===== config.mk =====
export PLATFORM = sky130hd
export DESIGN_NAME = hamming_decoder_pipe
export DESIGN_NICKNAME = d
export VERILOG_FILES = /design/src/rtl/hamming_pkg.sv /design/src/rtl/hamming_decoder_pipe_syndrome.sv /design/src/rtl/hamming_decoder_pipe.sv
export SDC_FILE = /design/constraint.sdc
export NUM_CORES = 1
export LEC_CHECK = 0
export ABC_AREA = 1
export CORE_MARGIN = 5
export CORE_UTILIZATION = 45
export CTS_CLUSTER_SIZE = 8
export DETAILED_ROUTE_END_ITERATION = 12
export PLACE_DENSITY = 0.84
export SLEW_MARGIN = 10
export SYNTH_ARGS = -nofsm -noshare
export SYNTH_HDL_FRONTEND = slang
export SYNTH_HIERARCHICAL = 1
export SYNTH_SLANG_ARGS = --single-unit

===== constraint.sdc =====
create_clock -name clk -period 1.6 [get_ports clk]
set_clock_uncertainty 0.05 [all_clocks]
set_input_delay 0.16 -clock clk [delete_from_list [all_inputs] [get_ports clk]]
set_output_delay 0.16 -clock clk [all_outputs]
set_load 0.05 [all_outputs]

===== src/rtl/hamming_pkg.sv =====
// Shared Hamming(7,4) definitions: codeword layout, widths and the even-parity
// syndrome used by both the decoder pipeline and the encoder-side benches.
package hamming_pkg;

    localparam int CODE_W = 7;
    localparam int DATA_W = 4;
    localparam int SYN_W  = 3;

    localparam int P0 = 0;
    localparam int P1 = 1;
    localparam int D0 = 2;
    localparam int P2 = 3;
    localparam int D1 = 4;
    localparam int D2 = 5;
    localparam int D3 = 6;

    typedef struct packed {
        logic [DATA_W-1:0] data;
        logic              err;
        logic [SYN_W-1:0]  pos;
    } dec_word_t;

    // Syndrome value is the 1-based position of a single flipped bit, 0 if clean.
    function automatic logic [SYN_W-1:0] hamming_syndrome_f(input logic [CODE_W-1:0] c);
        return {c[P2] ^ c[D1] ^ c[D2] ^ c[D3],
                c[P1] ^ c[D0] ^ c[D2] ^ c[D3],
                c[P0] ^ c[D0] ^ c[D1] ^ c[D3]};
    endfunction

endpackage


===== src/rtl/hamming_decoder_pipe_syndrome.sv =====
// Combinational Hamming(7,4) syndrome generator feeding the decoder's first stage.
module hamming_syndrome
    import hamming_pkg::*;
(
    input  logic [CODE_W-1:0] code,
    output logic [SYN_W-1:0]  syn
);

    assign syn = hamming_syndrome_f(code);

endmodule


===== src/rtl/hamming_decoder_pipe.sv =====
// Two-stage Hamming(7,4) SEC decoder with valid/ready backpressure and a
// saturating count of words delivered with a nonzero syndrome.
module hamming_decoder_pipe
    import hamming_pkg::*;
#(
    parameter int CNT_W      = 8,
    parameter int CORRECT_EN = 1
) (
    input  logic              clk,
    input  logic              rst,
    input  logic              in_valid,
    output logic              in_ready,
    input  logic [6:0]        code_in,
    output logic              out_valid,
    input  logic              out_ready,
    output logic [3:0]        data_out,
    output logic              err_detected,
    output logic [2:0]        err_pos,
    input  logic              clear_count,
    output logic [CNT_W-1:0]  corr_count
);

    logic              vld_p1;
    logic              vld_p2;
    logic              s1_ready;
    logic              s2_ready;
    logic [SYN_W-1:0]  syn_p0;
    logic [CODE_W-1:0] code_p1;
    logic [SYN_W-1:0]  syn_p1;
    dec_word_t         dec_nxt;
    dec_word_t         dec_p2;
    logic [CNT_W-1:0]  cnt;

    // Flip the bit named by the syndrome, then pick out the data positions.
    function automatic logic [DATA_W-1:0] correct_data(input logic [CODE_W-1:0] c,
                                                        input logic [SYN_W-1:0]  s);
        logic [CODE_W-1:0] fixed;
        fixed = c;
        for (int i = 0; i < CODE_W; i++) begin
            if (CORRECT_EN != 0 && s == SYN_W'(i + 1)) begin
                fixed[i] = ~c[i];
            end
        end
        return {fixed[D3], fixed[D2], fixed[D1], fixed[D0]};
    endfunction

    function automatic logic [CNT_W-1:0] sat_inc(input logic [CNT_W-1:0] v);
        return (&v) ? v : v + 1'b1;
    endfunction

    assign s2_ready = !vld_p2 || out_ready;
    assign s1_ready = !vld_p1 || s2_ready;
    assign in_ready = s1_ready;

    hamming_syndrome u_syn (
        .code (code_in),
        .syn  (syn_p0)
    );

    // Stage 1: codeword and syndrome
    always_ff @(posedge clk or posedge rst) begin
        if (rst) begin
            vld_p1 <= 1'b0;
        end else if (s1_ready) begin
            vld_p1 <= in_valid;
        end
    end

    always_ff @(posedge clk) begin
        if (in_valid && s1_ready) begin
            code_p1 <= code_in;
            syn_p1  <= syn_p0;
        end
    end

    always_comb begin
        dec_nxt      = '0;
        dec_nxt.data = correct_data(code_p1, syn_p1);
        dec_nxt.err  = |syn_p1;
        dec_nxt.pos  = syn_p1;
    end

    // Stage 2: corrected data and status, held while the consumer stalls
    always_ff @(posedge clk or posedge rst) begin
        if (rst) begin
            vld_p2 <= 1'b0;
            dec_p2 <= '0;
        end else if (s2_ready) begin
            vld_p2 <= vld_p1;
            if (vld_p1) begin
                dec_p2 <= dec_nxt;
            end
        end
    end

    always_ff @(posedge clk or posedge rst) begin
        if (rst) begin
            cnt <= '0;
        end else if (clear_count) begin
            cnt <= '0;
        end else if (vld_p2 && out_ready && dec_p2.err) begin
            cnt <= sat_inc(cnt);
        end
    end

    assign out_valid    = vld_p2;
    assign data_out     = dec_p2.data;
    assign err_detected = dec_p2.err;
    assign err_pos      = dec_p2.pos;
    assign corr_count   = cnt;

endmodule


* After elaboration in Yosys (flattened, before gate mapping)
Index checks and enable logic that the tools add are counted.
** Word-level totals
- Bits in registers :: 28
- Input port bits :: 12
- Output and inout port bits :: 18
** Operators by class
- Add/subtract/negate cells :: 1
- Equality and inequality tests :: 5
- Muxes and demuxes :: 7
- Bitwise gates (word level) :: 13
- Reductions and logical operators :: 12
** Operator list (count)
- $mux W8 :: 3
- $eq A3 B3 Y1 const B :: 3
- $xor A1 B1 Y1 :: 9
- $add A8 B1 Y8 const B :: 1
- $reduce_and A8 Y1 :: 1
- $mux W1 :: 4
- $not A1 Y1 :: 4
- $reduce_and A2 Y1 :: 2
- $eq A3 B2 Y1 const B :: 1
- $logic_and A1 B1 Y1 :: 3
- $reduce_or A3 Y1 :: 1
- $logic_not A1 Y1 :: 2
- $logic_or A1 B1 Y1 :: 2
- $ne A2 B2 Y1 const B :: 1
- $reduce_bool A2 Y1 :: 1

* Logic depth before layout (Yosys ltp)
Gate-level depths: netlist of the first run.
- Depth after elaboration :: 4
- Depth in mapped cells :: 7
- Depth with buffers taken out :: 7

* Hierarchy
The synthesis of the first run kept the hierarchy.
** By module, submodules not included
- hamming_decoder_pipe :: instances 1, cells each 122, area each 1154.9 sq um, sequential area each 660.6 sq um
- hamming_syndrome :: instances 1, cells each 44, area each 170.2 sq um, sequential area each 0.0 sq um

* Least setup slack after synthesis of the first run
Ideal clock, no wire load.
- Path kind :: register to register
- Start :: reg vld_p2 (netlist: out_valid)
- End :: reg code_p1[2], enable pin
- Library setup time :: 0.270 ns
- Data arrival time :: 1.545 ns
- Setup slack :: -0.265 ns
- Cell stages (with the launch flop) :: 4
- Path buffers :: 0
- Path through :: dfrtp_1 nand3_1 nand2_1 inv_1
** On the way
- Longest elaborated chain between the ends :: 4
** RTL lines
- start, declared :: RTL line hamming_decoder_pipe.sv:24 : logic vld_p2;
- start signal, assigned :: RTL line hamming_decoder_pipe.sv:89 : vld_p2 <= vld_p1;
- $logic_not A1 Y1 :: RTL line hamming_decoder_pipe.sv:51 : assign s2_ready = !vld_p2 || out_ready;
- $logic_or A1 B1 Y1 :: RTL line hamming_decoder_pipe.sv:51
- $logic_or A1 B1 Y1 :: RTL line hamming_decoder_pipe.sv:52 : assign s1_ready = !vld_p1 || s2_ready;
- via in_ready :: RTL line hamming_decoder_pipe.sv:12 : output logic in_ready,
- $logic_and A1 B1 Y1 :: RTL line hamming_decoder_pipe.sv:70 : if (in_valid && s1_ready) begin
- end signal, assigned :: RTL line hamming_decoder_pipe.sv:71 : code_p1 <= code_in;
- end, declared :: RTL line hamming_decoder_pipe.sv:28 : logic [CODE_W-1:0] code_p1;
The timed path passes the listed nets, and every way through them passes these cells.
A chain may end at the register's enable or synchronous reset.

* Worst setup path after layout of the first run
- Start :: reg cnt[0] (netlist: corr_count[0])
- End :: reg cnt[6] (netlist: corr_count[6])
** On the way
- Longest elaborated chain between the ends :: 4
- Elaborated cells on any way between the ends :: 7
- Classes of those cells :: 1 x add/sub; 1 x eq/ne; 3 x mux; 2 x reduce/logical
** RTL lines
- start, declared :: RTL line hamming_decoder_pipe.sv:32 : logic [CNT_W-1:0] cnt;
- start signal, assigned :: RTL line hamming_decoder_pipe.sv:102 : cnt <= sat_inc(cnt);
- $add A8 B1 Y8 :: RTL line hamming_decoder_pipe.sv:48 : return (&v) ? v : v + 1'b1;
- $mux W8 :: RTL line hamming_decoder_pipe.sv:48
- $mux W8 :: RTL line hamming_decoder_pipe.sv:101 : end else if (vld_p2 && out_ready && dec_p2.err) begin
- $mux W8 :: RTL line hamming_decoder_pipe.sv:99 : end else if (clear_count) begin
Parallel ways exist; a longest one is shown, timed or not. The select of a mux whose other input is x is not followed.

==> impl_results.rst, run 1 <==
.. list-table::
   :header-rows: 1

   * - Metric
     - Value
   * - Summed negative setup slack over all endpoints
     - 0 ns
   * - Synth warn
     - 6
   * - Max-cap violations
     - 0
   * - Buffer depth of the longest clock path
     - 2
   * - CP peak stage delay
     - 0.46 ns
   * - First-pass GRT wire length
     - 4112 µm
   * - Area growth from synthesis to final layout
     - 25.50%
   * - Total Nets Final
     - 213
   * - Highest Clock Rate
     - 672.8 MHz
   * - Share of layout cells above drive strength 1
     - 16.58%
   * - Most instantiated library cell after synthesis
     - nand2_1
   * - Setup CP Type
     - reg -> reg
   * - Multi-input logic area
     - 585.6 µm²
   * - Io pins
     - 30
   * - Number of setup buffers added after CTS
     - 0
   * - Utilization of the core after routing
     - 59.78%
   * - Flip-flop and latch count after synthesis
     - 25
   * - DRC violation total after the first TritonRoute iteration
     - 51
   * - Cell area after synthesis
     - 1325 µm²
   * - Proportion of register bits with asynchronous set or reset after synthesis
     - 72.00%
   * - Most used flip-flop cell after synthesis
     - dfrtp_1
   * - Y dimension of the die
     - 64.27 µm
   * - Routed vias
     - 1093
   * - Worst max-slew margin expressed relative to the limit
     - 71.23%
   * - Worst min-delay path class
     - in -> async
   * - Port Buffer Count
     - 29
   * - Worst Setup Start Kind
     - flop
   * - Combined flip-flop and latch cell area
     - 664.4 µm²
   * - Synth Instances
     - 166
   * - Number of CTS-inserted buffers
     - 3
   * - Chain of cells forming the critical path
     - ha_1 -> nand2_2 -> nor2_4 -> a21oi_4 -> nor2_4 -> nand2_1 -> nand2_1
   * - Number of clock sinks
     - 25
   * - DR WL/cell
     - 10.64 µm
   * - Status
     - completed
   * - Via density per instance
     - 4.752
   * - Post-synth EDFFs
     - 7
   * - Clock transition at the register clock pins on the worst setup and hold paths after CTS
     - 0.15 ns
   * - Number of design rule violations left after detail routing
     - 0
   * - Post-route ant nets
     - 0
   * - Post-synthesis net count
     - 179
   * - Final HPWL from detailed placement
     - 1933 µm
   * - Commonest cells in the synthesized netlist
     - nand2_1 (67), inv_1 (21), dfrtp_1 (18)
   * - Mean instance size in the synthesized netlist
     - 7.982 µm²
   * - Worst EP required
     - 1.78 ns
   * - Weighted congestion at the end of routability-driven global placement
     - 0.8328
   * - Core Region
     - 2781 µm²
   * - Number of setup violations in the final report
     - 0
   * - Count of pins over their slew limit
     - 0
   * - Gr ovfl total
     - 0
   * - Arrival time at the worst endpoint
     - 1.66 ns
   * - Effective utilization at floorplan
     - 47.64%
   * - Post-Route WL
     - 2447 µm
   * - Portion of the post-synthesis area used by sequential elements
     - 49.86%
   * - Biggest fanout along the worst timing path
     - 9
   * - Clock latency on the worst-skew pair
     - 0.32 ns
   * - Post-cts repair resize count
     - 0
   * - Pin count of the biggest net entering global routing
     - 19
   * - Standard-cell rows
     - 19
   * - Count of hold-fix buffers inserted at cts
     - 0
   * - First-pass iteration count of the detailed router
     - 4
   * - Vias in the first global route
     - 981
   * - Diodes inserted
     - 0
   * - Overall die width
     - 64.27 µm
   * - Post-route worst hold slack
     - 0.08767 ns
   * - Die footprint
     - 4130 µm²
   * - Filler cell count
     - 252
   * - Cell area reported after detailed placement
     - 1633 µm²
   * - Worst r2r path cells
     - 7
   * - Capturing element type of the critical path
     - flop
   * - Top cells by area in the synthesized netlist
     - dfrtp_1 (34%), nand2_1 (19%), edfxtp_1 (16%)
   * - Share of the clock period used by the worst path after layout
     - 92.90%
   * - Largest vdd supply drop
     - 832.7 µV
   * - Number of antenna violations at the first check in global routing
     - 0
   * - All-layer global routing usage
     - 12.17%
   * - Distinct cells, synth
     - 21
   * - Fraction of post-synthesis cell area in the top cell type by area
     - 33.99%
   * - Final Hold Vio Count
     - 0
   * - Cell with the largest stage delay on the worst path
     - dfrtp_2
   * - Largest area contributor in the netlist
     - dfrtp_1
   * - Clock tree root driver cell
     - clkbuf_4
   * - Power per standard cell area
     - 1056 nW/µm²
   * - Post-route cell area
     - 1663 µm²
   * - Worst Tran Pin Value
     - 0.4304 ns
   * - Minimum clock period
     - 1.486 ns
   * - H-tree levels
     - 1
   * - Cell leakage power
     - 0.8398 nW
   * - Setup repair after global routing missed its margin
     - false
   * - CTS tree
     - built
routing by layer:
layer	GRT usage [%]	up-vias	wire (µm)
li1	-	589	-
met3	2.627	2	173
met4	5.344	0	41
met5	0	-	0
met2	18.66	27	1052
met1	16.48	475	1179
cells by family after synthesis:
group           share of synthesized area [%]
compound gates                          7.554
simple gates                            31.35
fa+ha+maj                              0.9441
flops                                   49.86
xor+xnor                                3.966
buf+inv                                 6.327
placed cells by master, fill, tap and decap left out:
master           instances
nand2_1                 67
inv_1                   21
buf_4                   18
dfrtp_1                 15
nand3_1                 14
clkdlybuf4s50_1         11
edfxtp_1                 7
o21ai_0                  6
nor2_1                   6
xor2_1                   5
o21ai_1                  3
nor2_4                   3
a21oi_1                  3
clkbuf_4                 3
dfrtp_2                  3
o21bai_1                 2
nand3b_1                 2
nor3_1                   1
nand2_2                  1
a21oi_4                  1
nand3_2                  1
a21o_2                   1
nand4_1                  1
ha_1                     1
clkinvlp_4               1
buf_12                   1
xnor2_1                  1
critical path: cells and delay by family (launching register included):
kind / cells / cell delay (ns)
adders and majority gates: 1 / 0.24
DFF: 1 / 0.46
AOI/OAI and AO/OA: 1 / 0.27
and+or+nand+nor: 5 / 0.38
where the power goes:
group,total [mW],switching [mW],internal [mW]
combinational,0.649,0.447,0.201
sequential,0.823,0.0673,0.756
clock,0.284,0.188,0.0952
total,1.76,0.703,1.05
final timing paths:
| path | start | endpoint | slack [ns] |
|---|---|---|---|
| hold reg to reg | data_out[0]$_DFFE_PP0P_ | data_out[0]$_DFFE_PP0P_ | 0.46 |
| hold / removal | rst | corr_count[5]$_DFFE_PP0P_ | 0.09 |
| setup / recovery | corr_count[0]$_DFFE_PP0P_ | corr_count[6]$_DFFE_PP0P_ | 0.11 |
| max in group asynchronous | rst | vld_p1$_DFFE_PP0P_ | 1.21 |
| min in group clk | in_valid | vld_p1$_DFFE_PP0P_ | 0.37 |
| setup reg to reg | corr_count[0]$_DFFE_PP0P_ | corr_count[6]$_DFFE_PP0P_ | 0.11 |
sequential cells by signal, summed over array words and instances, names as in the netlist:
name / count
data_out: 4
err_pos: 3
err_detected: 1
code_p1: 4
syn_p1: 3
out_valid: 1
vld_p1: 1
corr_count: 8
metrics by stage:
step	power [mW]	instances	setup slack, ns
after floorplan	1.270	166	0.06382
final	1.756	230	0.1136
after global routing	1.853	230	0.004866
after global placement	1.480	226	0.09864
after detailed placement	1.493	226	0.1078
after CTS	1.776	230	0.09039
cell type report:
cell class / count / area share [%]
Timing Repair Buffer: 30 / 15.95
Sequential cell: 25 / 39.95
Inverter: 21 / 4.740
Tap cell: 31 / 2.333
Clock inverter: 1 / 0.4515
Clock buffer: 3 / 1.354
Multi-Input combinational cell: 119 / 35.21
No activity file was read; power rests on OpenSTA's default activity.
==> run 2, diff against run 1 <==
- SETUP_SLACK_MARGIN: unset -> 0.3
==> run 2 against run 1 <==
Effect of this change: setup slack gained 0.15 ns; first-iteration DRC count rose by 16%; fmax up 11%; critical endpoint is now corr_count[2]$_DFFE_PP0P_; highest routed layer unchanged.
==> impl_results.rst, run 2 (synthesized netlist as in run 1, its figures left out) <==
.. list-table::
   :header-rows: 1

   * - Metric
     - Value
   * - Status
     - completed
   * - Number of buffer and inverter instances along the worst setup path
     - 0 (unchanged)
   * - Overall die width
     - 64.27 µm (unchanged)
   * - Most frequent standard cell in the layout excluding fill and tap cells
     - nand2_1
   * - Arrival time at the worst endpoint
     - 1.51 ns (-0.15 ns)
   * - Power per standard cell area
     - 1022 nW/µm² (-3.2%)
   * - DRC violation total after the first TritonRoute iteration
     - 59 (+16%)
   * - Standard-cell rows
     - 19 (unchanged)
   * - Worst EP required
     - 1.77 ns (about the same)
   * - CP peak stage delay
     - 0.45 ns (about the same)
   * - Gr ovfl total
     - 0 (unchanged)
   * - Cell with the largest stage delay on the worst path
     - dfrtp_2
   * - Area growth from synthesis to final layout
     - 32.58%
   * - Number of setup violations in the final report
     - 0 (unchanged)
   * - Share of layout cells above drive strength 1
     - 24.51% (+7.9 points)
   * - Highest Clock Rate
     - 749.1 MHz (+11%)
   * - GRT met2 Usage
     - 25.25% (+6.6 points)
   * - H-tree levels
     - 1 (unchanged)
   * - Cell area reported after detailed placement
     - 1668 µm² (+2.1%)
   * - Largest register FFs
     - 8 (unchanged)
   * - Worst max-slew margin expressed relative to the limit
     - 82.72% (+11 points)
   * - Setup CP Type
     - reg -> reg
   * - Pin count of the biggest net entering global routing
     - 19 (unchanged)
   * - Count of hold-fix buffers inserted at cts
     - 0 (unchanged)
   * - Routed vias
     - 1220 (+12%)
   * - Via density per instance
     - 5.191 (+9.2%)
   * - Combined flip-flop and latch cell area
     - 671.9 µm² (+1.1%)
   * - Cell leakage power
     - 0.8696 nW (+3.5%)
   * - Top Usage Layer GRT
     - met2
   * - Port Buffer Count
     - 29 (unchanged)
   * - Max-cap violations
     - 0 (unchanged)
   * - Number of antenna violations at the first check in global routing
     - 0 (unchanged)
   * - Filler cell count
     - 218 (-13%)
   * - Weighted congestion at the end of routability-driven global placement
     - 0.8108 (-2.6%)
   * - Io pins
     - 30 (unchanged)
   * - Combinational power share
     - 37.8% (+0.8 points)
   * - Post-route ant nets
     - 0 (unchanged)
   * - Post-Route WL
     - 2790 µm (+14%)
   * - Final worst-path setup slack
     - 0.2651 ns (+0.1516 ns)
   * - Die footprint
     - 4130 µm² (unchanged)
   * - Diodes inserted
     - 0 (unchanged)
   * - Grt met3 use
     - 2.452% (-0.18 points)
   * - Final HPWL from detailed placement
     - 2094 µm (+8.3%)
   * - First-pass iteration count of the detailed router
     - 6 (+2)
   * - CTS tree
     - built
   * - Clock latency on the worst-skew pair
     - 0.31 ns (about the same)
   * - Largest vdd supply drop
     - 993.3 µV (+19%)
   * - Proportion of total power due to net switching
     - 40.35% (+0.29 points)
   * - Vias in the first global route
     - 1216 (+24%)
   * - Power share of the sequential group
     - 46.4% (-0.5 points)
   * - Share of the clock period used by the worst path after layout
     - 83.43% (-9.5 points)
   * - Clock tree root driver cell
     - clkbuf_4
   * - Crit-path leading delay family
     - flip-flops
   * - Design internal power
     - 1.071 mW (+1.8%)
   * - Setup repair after global routing missed its margin
     - true
   * - Buffer depth of the longest clock path
     - 2 (unchanged)
   * - Y dimension of the die
     - 64.27 µm (unchanged)
   * - Minimum clock period
     - 1.335 ns (-0.1516 ns)
   * - Switching power of the nets
     - 724.3 µW (+3.0%)
   * - Top library cells by usage in the layout, fill and taps aside
     - nand2_1 (65), inv_1 (20), buf_4 (20)
   * - Core Region
     - 2781 µm² (unchanged)
   * - Total Nets Final
     - 218 (+2.3%)
   * - Biggest fanout along the worst timing path
     - 6 (-3)
   * - Post-route cell area
     - 1757 µm² (+5.6%)
   * - Pre-CTS worst setup slack
     - 0.07573 ns (-0.03211 ns)
   * - Clock transition at the register clock pins on the worst setup and hold paths after CTS
     - 0.13 ns (-0.02 ns)
   * - Worst min-delay path class
     - in -> async
   * - Number of clock sinks
     - 25 (unchanged)
   * - Count of pins over their slew limit
     - 0 (unchanged)
   * - Worst Tran Pin Value
     - 0.2586 ns (-0.1718 ns)
   * - Post-route worst hold slack
     - 0.09120 ns (+0.003529 ns)
   * - Multi-input logic area
     - 634.4 µm² (+8.3%)
   * - DR WL/cell
     - 11.87 µm (+12%)
   * - Summed negative setup slack over all endpoints
     - 0 ns (unchanged)
   * - All-layer global routing usage
     - 14.74% (+2.6 points)
   * - Effective utilization at floorplan
     - 47.64% (unchanged)
   * - Placed cell count
     - 226 (unchanged)
   * - Number of design rule violations left after detail routing
     - 0 (unchanged)
   * - Share of power burned in the clock network
     - 15.7% (-0.5 points)
   * - Capturing element type of the critical path
     - flop
   * - Worst Setup Start Kind
     - flop
   * - Number of CTS-inserted buffers
     - 3 (unchanged)
   * - Layout Cells excl Fill
     - 235 (+2.2%)
   * - First-pass GRT wire length
     - 5009 µm (+22%)
   * - Final Hold Vio Count
     - 0 (unchanged)
   * - Global routing met1 resource utilization
     - 17.66% (+1.2 points)
   * - Chain of cells forming the critical path
     - ha_4 -> nand2_4 -> nor2_4 -> a21oi_4 -> nor2_4 -> nand2_1 -> nand2_1
-- run 2: cell types whose count changed in the layout (fill, tap and decap cells not counted), sizes merged --
| cell | delta |
|---|---|
| a21oi | +1 |
| buf | +4 |
-- run 2: metal layers --
metal / wire [µm] / vias to the layer above
met3: 144 / 8
met1: 1187 / 568
li1: - / 605
met2: 1390 / 39
met5: 0 / -
met4: 68 / 0
-- run 2: worst paths after layout --
| kind | startpoint | endpoint | slack [ns] | depth (start not counted) |
|---|---|---|---|---|
| setup / recovery | corr_count[0]$_DFFE_PP0P_ | corr_count[2]$_DFFE_PP0P_ | 0.27 | 7 |
| hold / removal | rst | corr_count[6]$_DFFE_PP0P_ | 0.09 | 3 |
| setup reg to reg | corr_count[0]$_DFFE_PP0P_ | corr_count[2]$_DFFE_PP0P_ | 0.27 | 7 |
| hold reg to reg | data_out[0]$_DFFE_PP0P_ | data_out[0]$_DFFE_PP0P_ | 0.46 | 2 |
| max in group asynchronous | rst | corr_count[4]$_DFFE_PP0P_ | 1.20 | 3 |
| min in group clk | in_valid | vld_p1$_DFFE_PP0P_ | 0.39 | 3 |
-- run 2: cell type report --
class                   count  area share, %
clock buffers               3          1.282
clock inverters             1         0.4274
inverters                  21          4.487
multi-input cells         120          36.11
flip-flops and latches     25          38.25
well taps                  31          2.208
repair buffers             34          17.24
-- run 2: per-stage QoR --
stage,power [mW],util (%)
detailed placement,1.507,59.96
global placement,1.487,59.96
CTS,1.794,62.44
global route,1.899,63.16
finish,1.795,63.16
floorplan,1.282,-
-- run 2: tightest hold or removal path: stages --
cell and delay [ns]:
clkdlybuf4s50_1 0.39, inv_1 0.05, buf_4 0.24
-- run 2: power groups by stage --
stage / Clock (mW) / Combinational, mW / Sequential (mW)
2_1_floorplan: 0 / 0.189 / 1.09
3_3_place_gp: 0 / 0.648 / 0.839
3_5_place_dp: 0 / 0.662 / 0.845
4_1_cts: 0.288 / 0.676 / 0.830
5_1_grt: 0.319 / 0.730 / 0.851
6_report: 0.282 / 0.679 / 0.834
-- run 2: timing repair --
action / in CTS / in global routing
pin swaps: 8 / 4
endpoints found under the setup margin: 8 / 18
gates cloned: 1 / 0
gates resized for setup: 0 / 5
setup buffers: 4 / 0
